**config.mk**
```make
export PLATFORM = sky130hd
export DESIGN_NAME = hazard_muldiv_ctrl
export DESIGN_NICKNAME = d
export VERILOG_FILES = /design/src/rtl/hazard_muldiv_ctrl_pkg.sv /design/src/rtl/hazard_muldiv_ctrl_muldiv_timer.sv /design/src/rtl/hazard_muldiv_ctrl.sv
export SDC_FILE = /design/constraint.sdc
export NUM_CORES = 1
export LEC_CHECK = 0
export CAP_MARGIN = 20
export CORE_ASPECT_RATIO = 1.4
export CORE_UTILIZATION = 44
export CTS_BUF_LIST = sky130_fd_sc_hd__clkbuf_8
export DETAILED_ROUTE_END_ITERATION = 6
export PLACE_DENSITY_LB_ADDON = 0.2
export SYNTH_ARGS = -nofsm -noshare
export SYNTH_HDL_FRONTEND = slang
export SYNTH_HIERARCHICAL = 1
export SYNTH_SLANG_ARGS = --single-unit
```
**constraint.sdc**
```tcl
create_clock -name clk -period 2.1 [get_ports clk]
set_input_delay 0.315 -clock clk [delete_from_list [all_inputs] [get_ports clk]]
set_output_delay 0.315 -clock clk [all_outputs]
set_load 0.02 [all_outputs]
```
**src/rtl/hazard_muldiv_ctrl_pkg.sv**
```systemverilog
// Shared decode constants for the hazard / mult-div sequencing controller.
// Opcode values match what the control unit drives on alu_control.
package hazard_muldiv_ctrl_pkg;

  localparam logic [5:0] OP_MFHI  = 6'h00;
  localparam logic [5:0] OP_MFLO  = 6'h01;
  localparam logic [5:0] OP_MULT  = 6'h07;
  localparam logic [5:0] OP_MULTU = 6'h08;
  localparam logic [5:0] OP_DIV   = 6'h09;
  localparam logic [5:0] OP_DIVU  = 6'h0A;

  typedef enum logic [1:0] {
    MD_MULT  = 2'd0,
    MD_MULTU = 2'd1,
    MD_DIV   = 2'd2,
    MD_DIVU  = 2'd3
  } md_op_t;

  typedef enum logic {
    ST_IDLE = 1'b0,
    ST_BUSY = 1'b1
  } md_state_t;

  function automatic logic is_md_op(input logic [5:0] op);
    logic r;
    case (op)
      OP_MULT, OP_MULTU, OP_DIV, OP_DIVU: r = 1'b1;
      default:                            r = 1'b0;
    endcase
    return r;
  endfunction

  function automatic logic is_hl_op(input logic [5:0] op);
    logic r;
    case (op)
      OP_MFHI, OP_MFLO: r = 1'b1;
      default:          r = 1'b0;
    endcase
    return r;
  endfunction

endpackage

```
**src/rtl/hazard_muldiv_ctrl_muldiv_timer.sv**
```systemverilog
// Occupancy timer for the shared mult/div unit: busy for exactly the loaded
// number of cycles, then a one-cycle done pulse as busy drops.
module muldiv_timer
  import hazard_muldiv_ctrl_pkg::*;
#(
  parameter int CNT_W = 6
) (
  input  logic             clk,
  input  logic             reset,
  input  logic             load,
  input  logic [CNT_W-1:0] load_val,
  output logic             busy,
  output logic             done
);

  md_state_t        state_r, state_s;
  logic [CNT_W-1:0] cnt_r, cnt_s;
  logic             done_s;

  // Next-state: load on issue, count down while busy, finish on the last count.
  always_comb begin
    state_s = state_r;
    cnt_s   = cnt_r;
    done_s  = 1'b0;
    case (state_r)
      ST_IDLE: begin
        if (load) begin
          state_s = ST_BUSY;
          cnt_s   = load_val;
        end else begin
          cnt_s   = {CNT_W{1'b0}};
        end
      end
      ST_BUSY: begin
        // <= 1 also retires a zero load instead of wrapping the counter
        if (cnt_r <= CNT_W'(1)) begin
          state_s = ST_IDLE;
          cnt_s   = {CNT_W{1'b0}};
          done_s  = 1'b1;
        end else begin
          cnt_s   = cnt_r - CNT_W'(1);
        end
      end
      default: begin
        state_s = ST_IDLE;
        cnt_s   = {CNT_W{1'b0}};
      end
    endcase
  end

  // State, counter and registered busy/done; reset abandons any operation.
  always_ff @(posedge clk or posedge reset) begin
    if (reset) begin
      state_r <= ST_IDLE;
      cnt_r   <= {CNT_W{1'b0}};
      busy    <= 1'b0;
      done    <= 1'b0;
    end else begin
      state_r <= state_s;
      cnt_r   <= cnt_s;
      busy    <= (state_s == ST_BUSY);
      done    <= done_s;
    end
  end

endmodule

```
**src/rtl/hazard_muldiv_ctrl.sv**
```systemverilog
// Pipeline sequencing controller: load-use stalls, branch flushes and
// scheduling of the shared multi-cycle mult/div unit (flush > stall > issue).
module hazard_muldiv_ctrl
  import hazard_muldiv_ctrl_pkg::*;
#(
  parameter int MUL_CYCLES = 4,
  parameter int DIV_CYCLES = 32,
  parameter int CNT_W = $clog2(((MUL_CYCLES > DIV_CYCLES) ? MUL_CYCLES : DIV_CYCLES) + 1)
) (
  input  logic        clk,
  input  logic        reset,
  input  logic        id_valid,
  input  logic [5:0]  id_alu_control,
  input  logic [4:0]  id_rs,
  input  logic [4:0]  id_rt,
  input  logic        ex_valid,
  input  logic        ex_load_inst,
  input  logic [4:0]  ex_rd,
  input  logic        ex_branch_taken,
  output logic        pc_stall,
  output logic        ifid_stall,
  output logic        ifid_flush,
  output logic        idex_bubble,
  output logic        muldiv_start,
  output logic [1:0]  muldiv_op,
  output logic        muldiv_busy,
  output logic        muldiv_done,
  output logic [31:0] stall_cycles
);

  logic             lu_s, is_md_s, is_hl_s, md_hz_s;
  md_op_t           md_op_s;
  logic [CNT_W-1:0] load_val_s;
  logic [31:0]      stall_cnt_r;

  assign lu_s    = ex_valid & ex_load_inst & (ex_rd != 5'd0) & id_valid &
                   ((ex_rd == id_rs) | (ex_rd == id_rt));
  assign is_md_s = id_valid & is_md_op(id_alu_control);
  assign is_hl_s = id_valid & is_hl_op(id_alu_control);
  assign md_hz_s = muldiv_busy & (is_md_s | is_hl_s);

  // Map the decoded op onto the mult/div unit's op encoding.
  always_comb begin
    md_op_s = MD_MULT;
    case (id_alu_control)
      OP_MULT:  md_op_s = MD_MULT;
      OP_MULTU: md_op_s = MD_MULTU;
      OP_DIV:   md_op_s = MD_DIV;
      OP_DIVU:  md_op_s = MD_DIVU;
      default:  md_op_s = MD_MULT;
    endcase
  end

  assign load_val_s = md_op_s[1] ? CNT_W'(DIV_CYCLES) : CNT_W'(MUL_CYCLES);

  // Pipeline control with priority flush > stall > issue; quiet during reset.
  always_comb begin
    pc_stall     = 1'b0;
    ifid_stall   = 1'b0;
    ifid_flush   = 1'b0;
    idex_bubble  = 1'b0;
    muldiv_start = 1'b0;
    muldiv_op    = 2'd0;
    if (reset) begin
      muldiv_start = 1'b0;
    end else if (ex_branch_taken) begin
      ifid_flush  = 1'b1;
      idex_bubble = 1'b1;
    end else if (lu_s | md_hz_s) begin
      pc_stall    = 1'b1;
      ifid_stall  = 1'b1;
      idex_bubble = 1'b1;
    end else if (is_md_s & ~muldiv_busy) begin
      muldiv_start = 1'b1;
      muldiv_op    = md_op_s;
    end else begin
      muldiv_start = 1'b0;
    end
  end

  muldiv_timer #(
    .CNT_W (CNT_W)
  ) u_timer (
    .clk      (clk),
    .reset    (reset),
    .load     (muldiv_start),
    .load_val (load_val_s),
    .busy     (muldiv_busy),
    .done     (muldiv_done)
  );

  // Saturating count of cycles spent holding the PC.
  always_ff @(posedge clk or posedge reset) begin
    if (reset) begin
      stall_cnt_r <= 32'd0;
    end else if (pc_stall && (stall_cnt_r != 32'hFFFF_FFFF)) begin
      stall_cnt_r <= stall_cnt_r + 32'd1;
    end else begin
      stall_cnt_r <= stall_cnt_r;
    end
  end

  assign stall_cycles = stall_cnt_r;

endmodule

```
==> results.ini <==
[synth]
count_of_flip_flops_with_a_built_in_enable_after_synthesis=0
synthTopCellsByArea=sky130_fd_sc_hd__dfrtp_1, sky130_fd_sc_hd__xnor2_1, sky130_fd_sc_hd__xor2_1
most_used_flip_flop_cell_after_synthesis=sky130_fd_sc_hd__dfrtp_1
synth-warning-count=6
yosysMostFrequentCell=sky130_fd_sc_hd__dfrtp_1
yosysSeqAreaShare_pct=42.9
yosys_register_bits=40
synthDominantCellAreaShare_pct=42.9
synth.distinct_cells=45
yosysTopAreaCell=sky130_fd_sc_hd__dfrtp_1
synthArstFlopShare_pct=100
netlist_top_cells_count=sky130_fd_sc_hd__dfrtp_1, sky130_fd_sc_hd__xnor2_1, sky130_fd_sc_hd__nand2_1, sky130_fd_sc_hd__nand4_1, sky130_fd_sc_hd__xor2_1
cells_after_synth=231
mappedNetlistArea_sq_um=2330
synth_area_per_cell_sq_um=10.1

[timing]
timing_hold_violations_final=0
setup_total_negative_slack_ns=-0.513
layout_min_cycle_time_ns=2.15
final.period_utilization_pct=102
setup_ws_ns=-0.0494
report.final.slew_viol_count=0
holdWs_ns=0.255
fmax_mhz=465
rsz0062_at_grt=yes
setup_violations=16
finClkSkew_ns=0.00841

[flow_run]
maxCapViolations=0

[floorplan]
die_x_um=63.5
die-height_um=88.2
floorplan.io_pins=68
fp.coreArea_sq_um=5120
dieArea_sq_um=5600
floorplan.initialDensity_pct=45.6
floorplan.rows=31

[worst_setup_path]
worst_setup_path_startpoint=u_timer/state_r$_DFF_PP0_
timing.critical_path.fanout_max=5
critical_path_cell_with_the_highest_stage_delay=sky130_fd_sc_hd__or4b_4
worstPathBufferInverterCount=3
path_delay_family=simple AND/OR/NAND/NOR gates
setup.worst_path.start_class=flip-flop
timing.critical_path.slowest_cell_delay_ns=0.48
worst_ep_arrival_time_ns=2.33
worst-setup-path-type=reg -> reg
critPathCaptureType=flip-flop
critPathRequiredTime_ns=2.28
critical_path.reg2reg.startpoint=u_timer/state_r$_DFF_PP0_
timing.critical_path.cells=or4b_4 -> a21oi_4 -> nor2_2 -> buf_4 -> a221oi_2 -> buf_6 -> buf_12 -> nand4_1 -> xnor2_1

[power_and_ir_drop]
leakage_nw=1.73
power-per-cell-area_nw_per_um2=426
vdd_drop_max_mv=0.480
report.power.total_mw=1.58

[finish]
antenna-diode-count=0
final_net_count=381
drive_above_1_share_pct=30.7
finish.utilization_pct=72.5
area.growth.synth_to_final_pct=59.1
fill_cells=400

[clock_network]
clk_root_buffer_cell=sky130_fd_sc_hd__clkbuf_8
clock_tree.htree_level_count=2
cts-root-to-sink-buffers=2
worst_setup_hold_path_clk_slew_ns=0.08
cts.sinks=40
clkLatencyLatePin_ns=0.30
cts_tree=yes
cts_inserted_buffers=5
cts_hold_buf=0

[placed_design]
dp_hpwl_um=4440
buffer_ports.inserted=67
placement.setup.worst_slack_ns=-0.711
rd_place_congestion=0.785

[detailed_routing]
firstDrtPassIters=4
vias_after_detailed_routing=2184
vias_per_cell=5.22
drtAntennaViolNets=0
avgRoutedWirePerCell_um=14.2
wl_um=5940
post-route-drc-count=0
first_iter_violations=82

[global_routing]
total_overflow_reported_by_the_global_router=0
pin_count_of_the_biggest_net_entering_global_routing=33
number_of_global_route_vias_before_repair=2209
grt_pass1_wl_um=9580
grt_usage_pct=21.8
grt_antenna_before_repair=0

[min_path]
timing.hold.worst.class=in -> async

[outcome]
violations=negative setup slack
status=finished, violations left

worst paths after layout:
check	depth (start not counted)	slack, ns	to
min in group clk	1	0.49	stall_cycles[30]$_DFFE_PP0P_
max reg2reg	9	-0.05	stall_cycles[23]$_DFFE_PP0P_
min reg2reg	1	0.49	stall_cycles[30]$_DFFE_PP0P_
max	9	-0.05	stall_cycles[23]$_DFFE_PP0P_
max in group asynchronous	4	1.38	stall_cycles[1]$_DFFE_PP0P_
min	3	0.25	u_timer/cnt_r[2]$_DFF_PP0_
cells by family (layout without fill, tap and decap cells):
kind of cell	count (synthesis)	in the layout	share of synthesized area, %
AND/OR/NAND/NOR	105	105	26.9
XOR/XNOR	45	45	16.9
flip-flops	40	40	42.9
AO/OA/AOI/OAI	20	20	6.86
buffers and inverters	15	133	3.59
adder cells (fa/ha/maj)	3	3	1.61
multiplexers	2	2	1.13
other	1	4	0.161
through the flow:
stage	std cells	area, sq um
detailed placement	407	3450
global placement	407	3450
floorplan	234	2370
CTS	418	3610
finish	418	3710
global route	418	3710
metal layers:
metal / global-route usage (%) / routed length [um] / vias up
met5: 0 / 0 / -
met4: 9.30 / 126 / 0
met3: 4.30 / 204 / 13
met2: 42.2 / 3340 / 61
met1: 22.6 / 2270 / 1041
li1: - / - / 1069
layout by cell type, fill, tap and decap left out, types with 6 or more instances in the layout:
master | synthesis | layout
sky130_fd_sc_hd__dfrtp_1 | 40 | 33
sky130_fd_sc_hd__nor2_1 | 11 | 10
sky130_fd_sc_hd__xor2_1 | 17 | 16
sky130_fd_sc_hd__dfrtp_2 | 0 | 7
sky130_fd_sc_hd__inv_1 | 9 | 9
sky130_fd_sc_hd__nand2_1 | 18 | 16
sky130_fd_sc_hd__buf_4 | 1 | 46
sky130_fd_sc_hd__clkdlybuf4s50_1 | 0 | 43
sky130_fd_sc_hd__nand3_1 | 8 | 7
sky130_fd_sc_hd__nor3_1 | 9 | 6
sky130_fd_sc_hd__nand4_1 | 18 | 18
sky130_fd_sc_hd__dlygate4sd2_1 | 0 | 10
sky130_fd_sc_hd__xnor2_1 | 28 | 26
sky130_fd_sc_hd__and3_1 | 11 | 11
sequential cells by signal, summed over array words and instances (netlist names):
register,cells
u_timer/done,1
u_timer/state_r,1
stall_cycles,32
u_timer/cnt_r,6
repair_timing:
item	CTS	global route
gates resized for setup	69	22
endpoints found under the setup margin	28	28
pin swaps	29	22
endpoints found under the hold margin	0	0
buffers inserted	2	0
gates cloned	1	0
where the power goes:
part           switching (mW)  total, mW  leakage (nW)  internal, mW
registers             0.00516      0.779         0.547         0.774
logic                  0.0865      0.176          1.12        0.0893
clock network           0.275      0.627        0.0541         0.352
total                   0.367       1.58          1.73          1.21
tightest hold or removal path: stages:
cell and delay, ns:
sky130_fd_sc_hd__dlygate4sd2_1 0.25, sky130_fd_sc_hd__buf_4 0.15, sky130_fd_sc_hd__inv_1 0.25
area by class of cell:
| type | count | area [sq um] | share of cell area [%] |
|---|---|---|---|
| clock inverter | 3 | 42.5 | 1.15 |
| clock buffer | 5 | 68.8 | 1.85 |
| sequential | 40 | 1010 | 27.2 |
| multi-input combinational | 179 | 1410 | 37.9 |
| timing repair buffer | 116 | 1070 | 28.8 |
| tap | 66 | 82.6 | 2.22 |
| inverter | 9 | 33.8 | 0.910 |
No activity file was read; power rests on OpenSTA's default activity.
